<file path="src/rtl/mem_arbiter_if.sv">
// rtl/mem_arbiter_if.sv - requester and memory-side signal bundle for mem_arbiter
// slave: arbiter view; master: requesters plus memory instance view.
interface mem_arbiter_if #(
    parameter int ADDR_W = 5,
    parameter int DATA_W = 8
);
    logic              req0;
    logic              req1;
    logic              we0;
    logic              we1;
    logic [ADDR_W-1:0] addr0;
    logic [ADDR_W-1:0] addr1;
    logic [DATA_W-1:0] wdata0;
    logic [DATA_W-1:0] wdata1;
    logic              gnt0;
    logic              gnt1;
    logic              done0;
    logic              done1;
    logic [DATA_W-1:0] rdata0;
    logic [DATA_W-1:0] rdata1;
    logic              mem_read;
    logic              mem_write;
    logic [ADDR_W-1:0] mem_addr;
    logic [DATA_W-1:0] mem_data_in;
    logic [DATA_W-1:0] mem_data_out;

    modport slave (
        input  req0, req1, we0, we1, addr0, addr1, wdata0, wdata1, mem_data_out,
        output gnt0, gnt1, done0, done1, rdata0, rdata1,
               mem_read, mem_write, mem_addr, mem_data_in
    );

    modport master (
        output req0, req1, we0, we1, addr0, addr1, wdata0, wdata1, mem_data_out,
        input  gnt0, gnt1, done0, done1, rdata0, rdata1,
               mem_read, mem_write, mem_addr, mem_data_in
    );
endinterface

</file>
<file path="src/rtl/mem_arbiter.sv">
// rtl/mem_arbiter.sv - two-port arbiter/sequencer for a 32x8 single-port memory
// MEM_ARB_RR_EN selects round-robin tie-breaking; otherwise requester 0 has fixed priority.
module mem_arbiter #(
    parameter int ADDR_W = 5,
    parameter int DATA_W = 8
) (
    input  logic           clk,
    input  logic           rst,
    mem_arbiter_if.slave   bus
);
    typedef enum logic [1:0] {S_IDLE, S_ACCESS, S_RCAP, S_DONE} state_t;

    state_t            r_state, w_state_nxt;
    logic              r_win, w_win_nxt;
    logic              r_we, w_we_nxt;
    logic              r_gnt0, r_gnt1, w_gnt0_nxt, w_gnt1_nxt;
    logic              r_done0, r_done1, w_done0_nxt, w_done1_nxt;
    logic [DATA_W-1:0] r_rdata0, r_rdata1, w_rdata0_nxt, w_rdata1_nxt;
    logic              r_mem_read, r_mem_write, w_mem_read_nxt, w_mem_write_nxt;
    logic [ADDR_W-1:0] r_mem_addr, w_mem_addr_nxt;
    logic [DATA_W-1:0] r_mem_data_in, w_mem_data_in_nxt;

    logic              w_any_req;
    logic              w_pick;
    logic              w_sel_we;
    logic [ADDR_W-1:0] w_sel_addr;
    logic [DATA_W-1:0] w_sel_wdata;

    assign w_any_req = bus.req0 | bus.req1;

`ifdef MEM_ARB_RR_EN
    logic r_ptr;

    assign w_pick = (bus.req0 && bus.req1) ? r_ptr : bus.req1;

    // Pointer always names the port that lost the most recent grant.
    always_ff @(posedge clk or posedge rst) begin
        if (rst) begin
            r_ptr <= 1'b0;
        end else if (r_state == S_IDLE && w_any_req) begin
            r_ptr <= ~w_pick;
        end
    end
`else
    assign w_pick = ~bus.req0;
`endif

    always_comb begin
        w_sel_we    = w_pick ? bus.we1    : bus.we0;
        w_sel_addr  = w_pick ? bus.addr1  : bus.addr0;
        w_sel_wdata = w_pick ? bus.wdata1 : bus.wdata0;
    end

    always_ff @(posedge clk or posedge rst) begin
        if (rst) begin
            r_state       <= S_IDLE;
            r_win         <= 1'b0;
            r_we          <= 1'b0;
            r_gnt0        <= 1'b0;
            r_gnt1        <= 1'b0;
            r_done0       <= 1'b0;
            r_done1       <= 1'b0;
            r_rdata0      <= '0;
            r_rdata1      <= '0;
            r_mem_read    <= 1'b0;
            r_mem_write   <= 1'b0;
            r_mem_addr    <= '0;
            r_mem_data_in <= '0;
        end else begin
            r_state       <= w_state_nxt;
            r_win         <= w_win_nxt;
            r_we          <= w_we_nxt;
            r_gnt0        <= w_gnt0_nxt;
            r_gnt1        <= w_gnt1_nxt;
            r_done0       <= w_done0_nxt;
            r_done1       <= w_done1_nxt;
            r_rdata0      <= w_rdata0_nxt;
            r_rdata1      <= w_rdata1_nxt;
            r_mem_read    <= w_mem_read_nxt;
            r_mem_write   <= w_mem_write_nxt;
            r_mem_addr    <= w_mem_addr_nxt;
            r_mem_data_in <= w_mem_data_in_nxt;
        end
    end

    // Next values of every registered output are computed here so all outputs stay flop-driven.
    always_comb begin
        w_state_nxt       = r_state;
        w_win_nxt         = r_win;
        w_we_nxt          = r_we;
        w_gnt0_nxt        = r_gnt0;
        w_gnt1_nxt        = r_gnt1;
        w_done0_nxt       = 1'b0;
        w_done1_nxt       = 1'b0;
        w_rdata0_nxt      = r_rdata0;
        w_rdata1_nxt      = r_rdata1;
        w_mem_read_nxt    = 1'b0;
        w_mem_write_nxt   = 1'b0;
        w_mem_addr_nxt    = r_mem_addr;
        w_mem_data_in_nxt = r_mem_data_in;

        case (r_state)
            S_IDLE: begin
                if (w_any_req) begin
                    w_win_nxt      = w_pick;
                    w_we_nxt       = w_sel_we;
                    w_gnt0_nxt     = ~w_pick;
                    w_gnt1_nxt     = w_pick;
                    w_mem_addr_nxt = w_sel_addr;
                    if (w_sel_we) begin
                        w_mem_write_nxt   = 1'b1;
                        w_mem_data_in_nxt = w_sel_wdata;
                    end else begin
                        w_mem_read_nxt = 1'b1;
                    end
                    w_state_nxt = S_ACCESS;
                end
            end
            S_ACCESS: begin
                if (r_we) begin
                    w_done0_nxt = ~r_win;
                    w_done1_nxt = r_win;
                    w_state_nxt = S_DONE;
                end else begin
                    w_state_nxt = S_RCAP;
                end
            end
            S_RCAP: begin
                if (r_win) begin
                    w_rdata1_nxt = bus.mem_data_out;
                end else begin
                    w_rdata0_nxt = bus.mem_data_out;
                end
                w_done0_nxt = ~r_win;
                w_done1_nxt = r_win;
                w_state_nxt = S_DONE;
            end
            S_DONE: begin
                w_gnt0_nxt  = 1'b0;
                w_gnt1_nxt  = 1'b0;
                w_state_nxt = S_IDLE;
            end
            default: begin
                w_state_nxt = S_IDLE;
            end
        endcase
    end

    assign bus.gnt0        = r_gnt0;
    assign bus.gnt1        = r_gnt1;
    assign bus.done0       = r_done0;
    assign bus.done1       = r_done1;
    assign bus.rdata0      = r_rdata0;
    assign bus.rdata1      = r_rdata1;
    assign bus.mem_read    = r_mem_read;
    assign bus.mem_write   = r_mem_write;
    assign bus.mem_addr    = r_mem_addr;
    assign bus.mem_data_in = r_mem_data_in;
endmodule
</file>
<file path="src/flat_wrapper.sv">
// flat-port wrapper written by rule: the top's interface ports become plain ports
module mem_arbiter_flat 
#(
    parameter int ADDR_W = 5,
    parameter int DATA_W = 8
)
  (clk, rst, bus_req0, bus_req1, bus_we0, bus_we1, bus_addr0, bus_addr1, bus_wdata0, bus_wdata1, bus_mem_data_out, bus_gnt0, bus_gnt1, bus_done0, bus_done1, bus_rdata0, bus_rdata1, bus_mem_read, bus_mem_write, bus_mem_addr, bus_mem_data_in);
  mem_arbiter_if #(.ADDR_W(ADDR_W), .DATA_W(DATA_W)) bus_i ();
  input  logic clk;
  input  logic rst;
  input wire logic [$bits(bus_i.req0)-1:0] bus_req0;
  input wire logic [$bits(bus_i.req1)-1:0] bus_req1;
  input wire logic [$bits(bus_i.we0)-1:0] bus_we0;
  input wire logic [$bits(bus_i.we1)-1:0] bus_we1;
  input wire logic [$bits(bus_i.addr0)-1:0] bus_addr0;
  input wire logic [$bits(bus_i.addr1)-1:0] bus_addr1;
  input wire logic [$bits(bus_i.wdata0)-1:0] bus_wdata0;
  input wire logic [$bits(bus_i.wdata1)-1:0] bus_wdata1;
  input wire logic [$bits(bus_i.mem_data_out)-1:0] bus_mem_data_out;
  output wire logic [$bits(bus_i.gnt0)-1:0] bus_gnt0;
  output wire logic [$bits(bus_i.gnt1)-1:0] bus_gnt1;
  output wire logic [$bits(bus_i.done0)-1:0] bus_done0;
  output wire logic [$bits(bus_i.done1)-1:0] bus_done1;
  output wire logic [$bits(bus_i.rdata0)-1:0] bus_rdata0;
  output wire logic [$bits(bus_i.rdata1)-1:0] bus_rdata1;
  output wire logic [$bits(bus_i.mem_read)-1:0] bus_mem_read;
  output wire logic [$bits(bus_i.mem_write)-1:0] bus_mem_write;
  output wire logic [$bits(bus_i.mem_addr)-1:0] bus_mem_addr;
  output wire logic [$bits(bus_i.mem_data_in)-1:0] bus_mem_data_in;
  assign bus_i.req0 = bus_req0;
  assign bus_i.req1 = bus_req1;
  assign bus_i.we0 = bus_we0;
  assign bus_i.we1 = bus_we1;
  assign bus_i.addr0 = bus_addr0;
  assign bus_i.addr1 = bus_addr1;
  assign bus_i.wdata0 = bus_wdata0;
  assign bus_i.wdata1 = bus_wdata1;
  assign bus_i.mem_data_out = bus_mem_data_out;
  assign bus_gnt0 = bus_i.gnt0;
  assign bus_gnt1 = bus_i.gnt1;
  assign bus_done0 = bus_i.done0;
  assign bus_done1 = bus_i.done1;
  assign bus_rdata0 = bus_i.rdata0;
  assign bus_rdata1 = bus_i.rdata1;
  assign bus_mem_read = bus_i.mem_read;
  assign bus_mem_write = bus_i.mem_write;
  assign bus_mem_addr = bus_i.mem_addr;
  assign bus_mem_data_in = bus_i.mem_data_in;
  mem_arbiter #(.ADDR_W(ADDR_W), .DATA_W(DATA_W)) u_core (.clk(clk), .rst(rst), .bus(bus_i));
endmodule
</file>
<file path="config.mk">
export PLATFORM = sky130hd
export DESIGN_NAME = mem_arbiter_flat
export DESIGN_NICKNAME = d
export VERILOG_FILES = /design/src/rtl/mem_arbiter_if.sv /design/src/rtl/mem_arbiter.sv /design/src/flat_wrapper.sv
export SDC_FILE = /design/constraint.sdc
export NUM_CORES = 1
export LEC_CHECK = 0
export BUFFER_PORTS_ARGS = -buffer_cell sky130_fd_sc_hd__buf_4
export CAP_MARGIN = 20
export CORE_AREA = 2 2 68 70
export DETAILED_ROUTE_END_ITERATION = 8
export DIE_AREA = 0 0 70 72
export GPL_ROUTABILITY_DRIVEN = 0
export PLACE_DENSITY = 0.73
export SLEW_MARGIN = 20
export SYNTH_ARGS = -nofsm -noshare
export SYNTH_HDL_FRONTEND = slang
export SYNTH_SLANG_ARGS = --single-unit
</file>
<file path="constraint.sdc">
create_clock -name clk -period 1.5 [get_ports clk]
set_input_delay 0.3 -clock clk [delete_from_list [all_inputs] [get_ports clk]]
set_output_delay 0.3 -clock clk [all_outputs]
set_load 0.02 [all_outputs]
</file>
==> flow_summary.yaml <==
timing:
  slew_headroom_pct: 68.6
  slew_violations: 0
  fin_crit_sh_pct: 101
  rsz0062_at_grt: "true"
  hold_viol: 0
  whs_ns: 0.128
  tightest_slew_ns: 0.471
  fmax_mhz: 659
  min_period_ns: 1.52
  worst_slack_ns: -0.0174
  setup_viol: 8
  fin_skew_ns: 0.00331
synth:
  synth_edf_count: 0
  synthArstFlopShare_pct: 100
  synth_area_um2: 1770
  synth.largest_area_cell: "dfrtp_1"
  yosys_warnings: 0
  yosysSeqAreaShare_pct: 55.2
  syn_inst: 137
  synth_top_family_by_area: "multiplexers"
  yosysMostFrequentCell: "dfrtp_1"
  synth-compound-area-share_pct: 8.92
  synthTopCellsByArea: "dfrtp_1 (55%), mux2_2 (15%), mux2_4 (6.8%)"
  synth_top_cell_area_share_pct: 55.2
  syn_nets: 181
  post_synth_and_or_nand_nor_area_fraction_pct: 7.22
  ys_ff_latch: 39
  synth_flop_cell: "dfrtp_1"
  synthAdderAreaFrac_pct: 2.83
  synth.distinct_cells: 25
  synth_mux_area_share_pct: 22.1
  synth_xor_area_share_pct: 0
  synth.avg_cell_area_um2: 12.9
  yosys-top-cells-count: "dfrtp_1 (39), mux2_2 (24), nand2_1 (12)"
route:
  vias_per_cell: 4.87
  remaining_drc_errors: 0
  firstDrtPassIters: 4
  totalWireLength_um: 3700
  drt_iter0_drc: 43
  vias: 1345
  ant_nets: 0
  wl_per_cell_um: 13.4
global_route:
  gr-usage-met1_pct: 20.1
  grt.busiest_layer: "met2"
  antenna_found_initial: 0
  use_met3_pct: 5.28
  grt_usage_pct: 15.6
  grt_first_pass_wirelength_um: 6200
  grt_pass1_vias: 1359
  grt_max_degree: 40
  grt_overflow: 0
  use_met2_pct: 24.9
setup_path:
  path_class: "register to register"
  path_buf_inv: 2
  crit_path_end_kind: "register"
  crit_chain: "inv_2, ha_4, and3_4, a41o_1, buf_12, mux2_4"
  arrival_ns: 1.69
  critPathMaxStageDelay_ns: 0.37
  start_kind: "register"
  slowest_stage: "dfrtp_1"
  cp.required_ns: 1.67
  path_max_fanout: 9
  cpLargestDelayFamily: "flip-flops"
cts:
  clock_latency_ns: 0.28
  cts_buffers: 5
  cts_hold_buf: 0
  cts.clk_slew.worst_paths_ns: 0.07
  root_buffer: "clkbuf_8"
  numClockSinks: 39
  htree_levels: 2
  clock_path_buffers: 2
  cts_tree: "built"
pwr:
  combPwrFrac_pct: 52.6
  powerDensity_nw_per_um2: 2150
  leakage_uw: 0.00130
  p_switching_uw: 2000
  p_seq_share_pct: 32.9
  swShare_pct: 35.5
  power.internal_uw: 3640
  ir_worst_vdd_mv: 1.06
  power_frac_clock_pct: 14.6
floorplanning:
  core_area_um2: 4260
  fp-row-count: 24
  start_util_pct: 41.5
  ios: 75
  die_y_um: 72
  die_area_um2: 5040
  chipWidth_um: 70
placement:
  hpwl_um: 2770
  dp.cells: 268
  io_buffers: 74
worst_hold_path:
  min_path_type: "input port to async pin"
layout:
  fillerInstances: 354
  diodes: 0
  syn2layout_area_growth_pct: 48.5
  final_layout_size_suffix_gt1_share_pct: 58.5
  final_cells: 276
  utilization_pct: 61.6
  nets: 268
status:
  status: "complete, but fails checks"
  violations: "setup timing"
flow_run:
  drv_cap: 0
## power by group through the flow
| stage | clock (µW) | combinational (µW) | sequential [µW] |
|---|---|---|---|
| finish | 822 | 2960 | 1850 |
| global route | 895 | 3190 | 1930 |
| CTS | 852 | 2890 | 1840 |
| detailed placement | 0 | 2840 | 1850 |
| global placement | 0 | 2780 | 1860 |
| floorplan | 0 | 1090 | 2410 |
## flip-flops by register name, summed over array words and instances, names as in the netlist
name,flops
u_core.bus.done0,1
u_core.bus.done1,1
u_core.bus.gnt0,1
u_core.bus.gnt1,1
u_core.bus.mem_addr,5
u_core.bus.mem_data_in,8
u_core.bus.mem_read,1
u_core.bus.mem_write,1
u_core.bus.rdata0,8
u_core.bus.rdata1,8
u_core.r_state,2
u_core.r_we,1
u_core.r_win,1
## metal layers
metal / routed length [µm] / up-vias
met3: 288 / 4
met2: 1720 / 56
met4: 54 / 0
met1: 1640 / 631
met5: 0 / -
li1: - / 654
## tightest hold or removal path: stages
cell and delay, ns:
buf_4 0.10, inv_1 0.04, buf_4 0.41
## through the flow
step / power, µW / setup slack (ns) / TNS [ns] / area, µm²
after floorplan: 3500 / -0.114 / -0.909 / 1780
after global placement: 4640 / -0.0104 / -0.0759 / 2470
after detailed placement: 4690 / -0.0295 / -0.231 / 2470
after CTS: 5590 / -0.00666 / -0.0431 / 2590
after global routing: 6010 / -0.0456 / -0.323 / 2630
final: 5640 / -0.0174 / -0.127 / 2630
## cells by family (layout without fill, tap and decap cells)
kind of cell / Yosys count / in the layout
AO/OA/AOI/OAI: 23 / 23
adder cells (fa/ha/maj): 4 / 4
buffers and inverters: 13 / 100
flip-flops: 39 / 39
multiplexers: 32 / 32
AND/OR/NAND/NOR: 26 / 26
## worst paths after layout
check,from,endpoint,slack (ns),cells past startpoint
worst max-delay path,u_core.r_state[0]$_DFFE_PP0P_,u_core.bus.mem_data_in[2]$_DFFE_PP0P_,-0.02,6
worst min-delay path,rst,u_core.bus.rdata0[1]$_DFFE_PP0P_,0.13,3
worst max register to register,u_core.r_state[0]$_DFFE_PP0P_,u_core.bus.mem_data_in[2]$_DFFE_PP0P_,-0.02,6
worst min register to register,u_core.bus.rdata1[3]$_DFFE_PP0P_,u_core.bus.rdata1[3]$_DFFE_PP0P_,0.51,1
max in group asynchronous,rst,u_core.bus.mem_addr[2]$_DFFE_PP0P_,1.04,3
min in group clk,bus_mem_data_out[1],u_core.bus.rdata0[1]$_DFFE_PP0P_,0.26,2
## cell type report
class                      instances  area [µm²]  area share, %
inverter                           6        22.5          0.858
tap                               52        65.1           2.48
clock buffer                       6        72.6           2.76
clock inverter                     1        30.0           1.14
timing repair buffer              87         686           26.1
multi-input combinational         85         774           29.5
sequential                        39         976           37.2
## layout by cell type, fill, tap and decap left out, types with 2 or more instances in the layout
cell type  netlist  routed
o22ai_1          4       4
a22o_1           5       5
mux2_2          24      21
inv_2            0       2
dfrtp_1         39      39
buf_6            2       2
mux2_4           8      11
nor2_1           5       5
nand3b_1         4       4
clkbuf_8         0       5
ha_1             4       2
buf_12           0       2
buf_4            0      83
a21oi_1          3       3
nand2_1         12      12
ha_4             0       2
inv_1            6       4
o21ai_0          5       5
## repair_timing
item,in CTS,in global routing
resized for setup,5,7
hold endpoints to repair,0,0
setup endpoints to repair,11,16
setup buffers,0,1
Note: power is estimated with default switching activity, not from simulation.
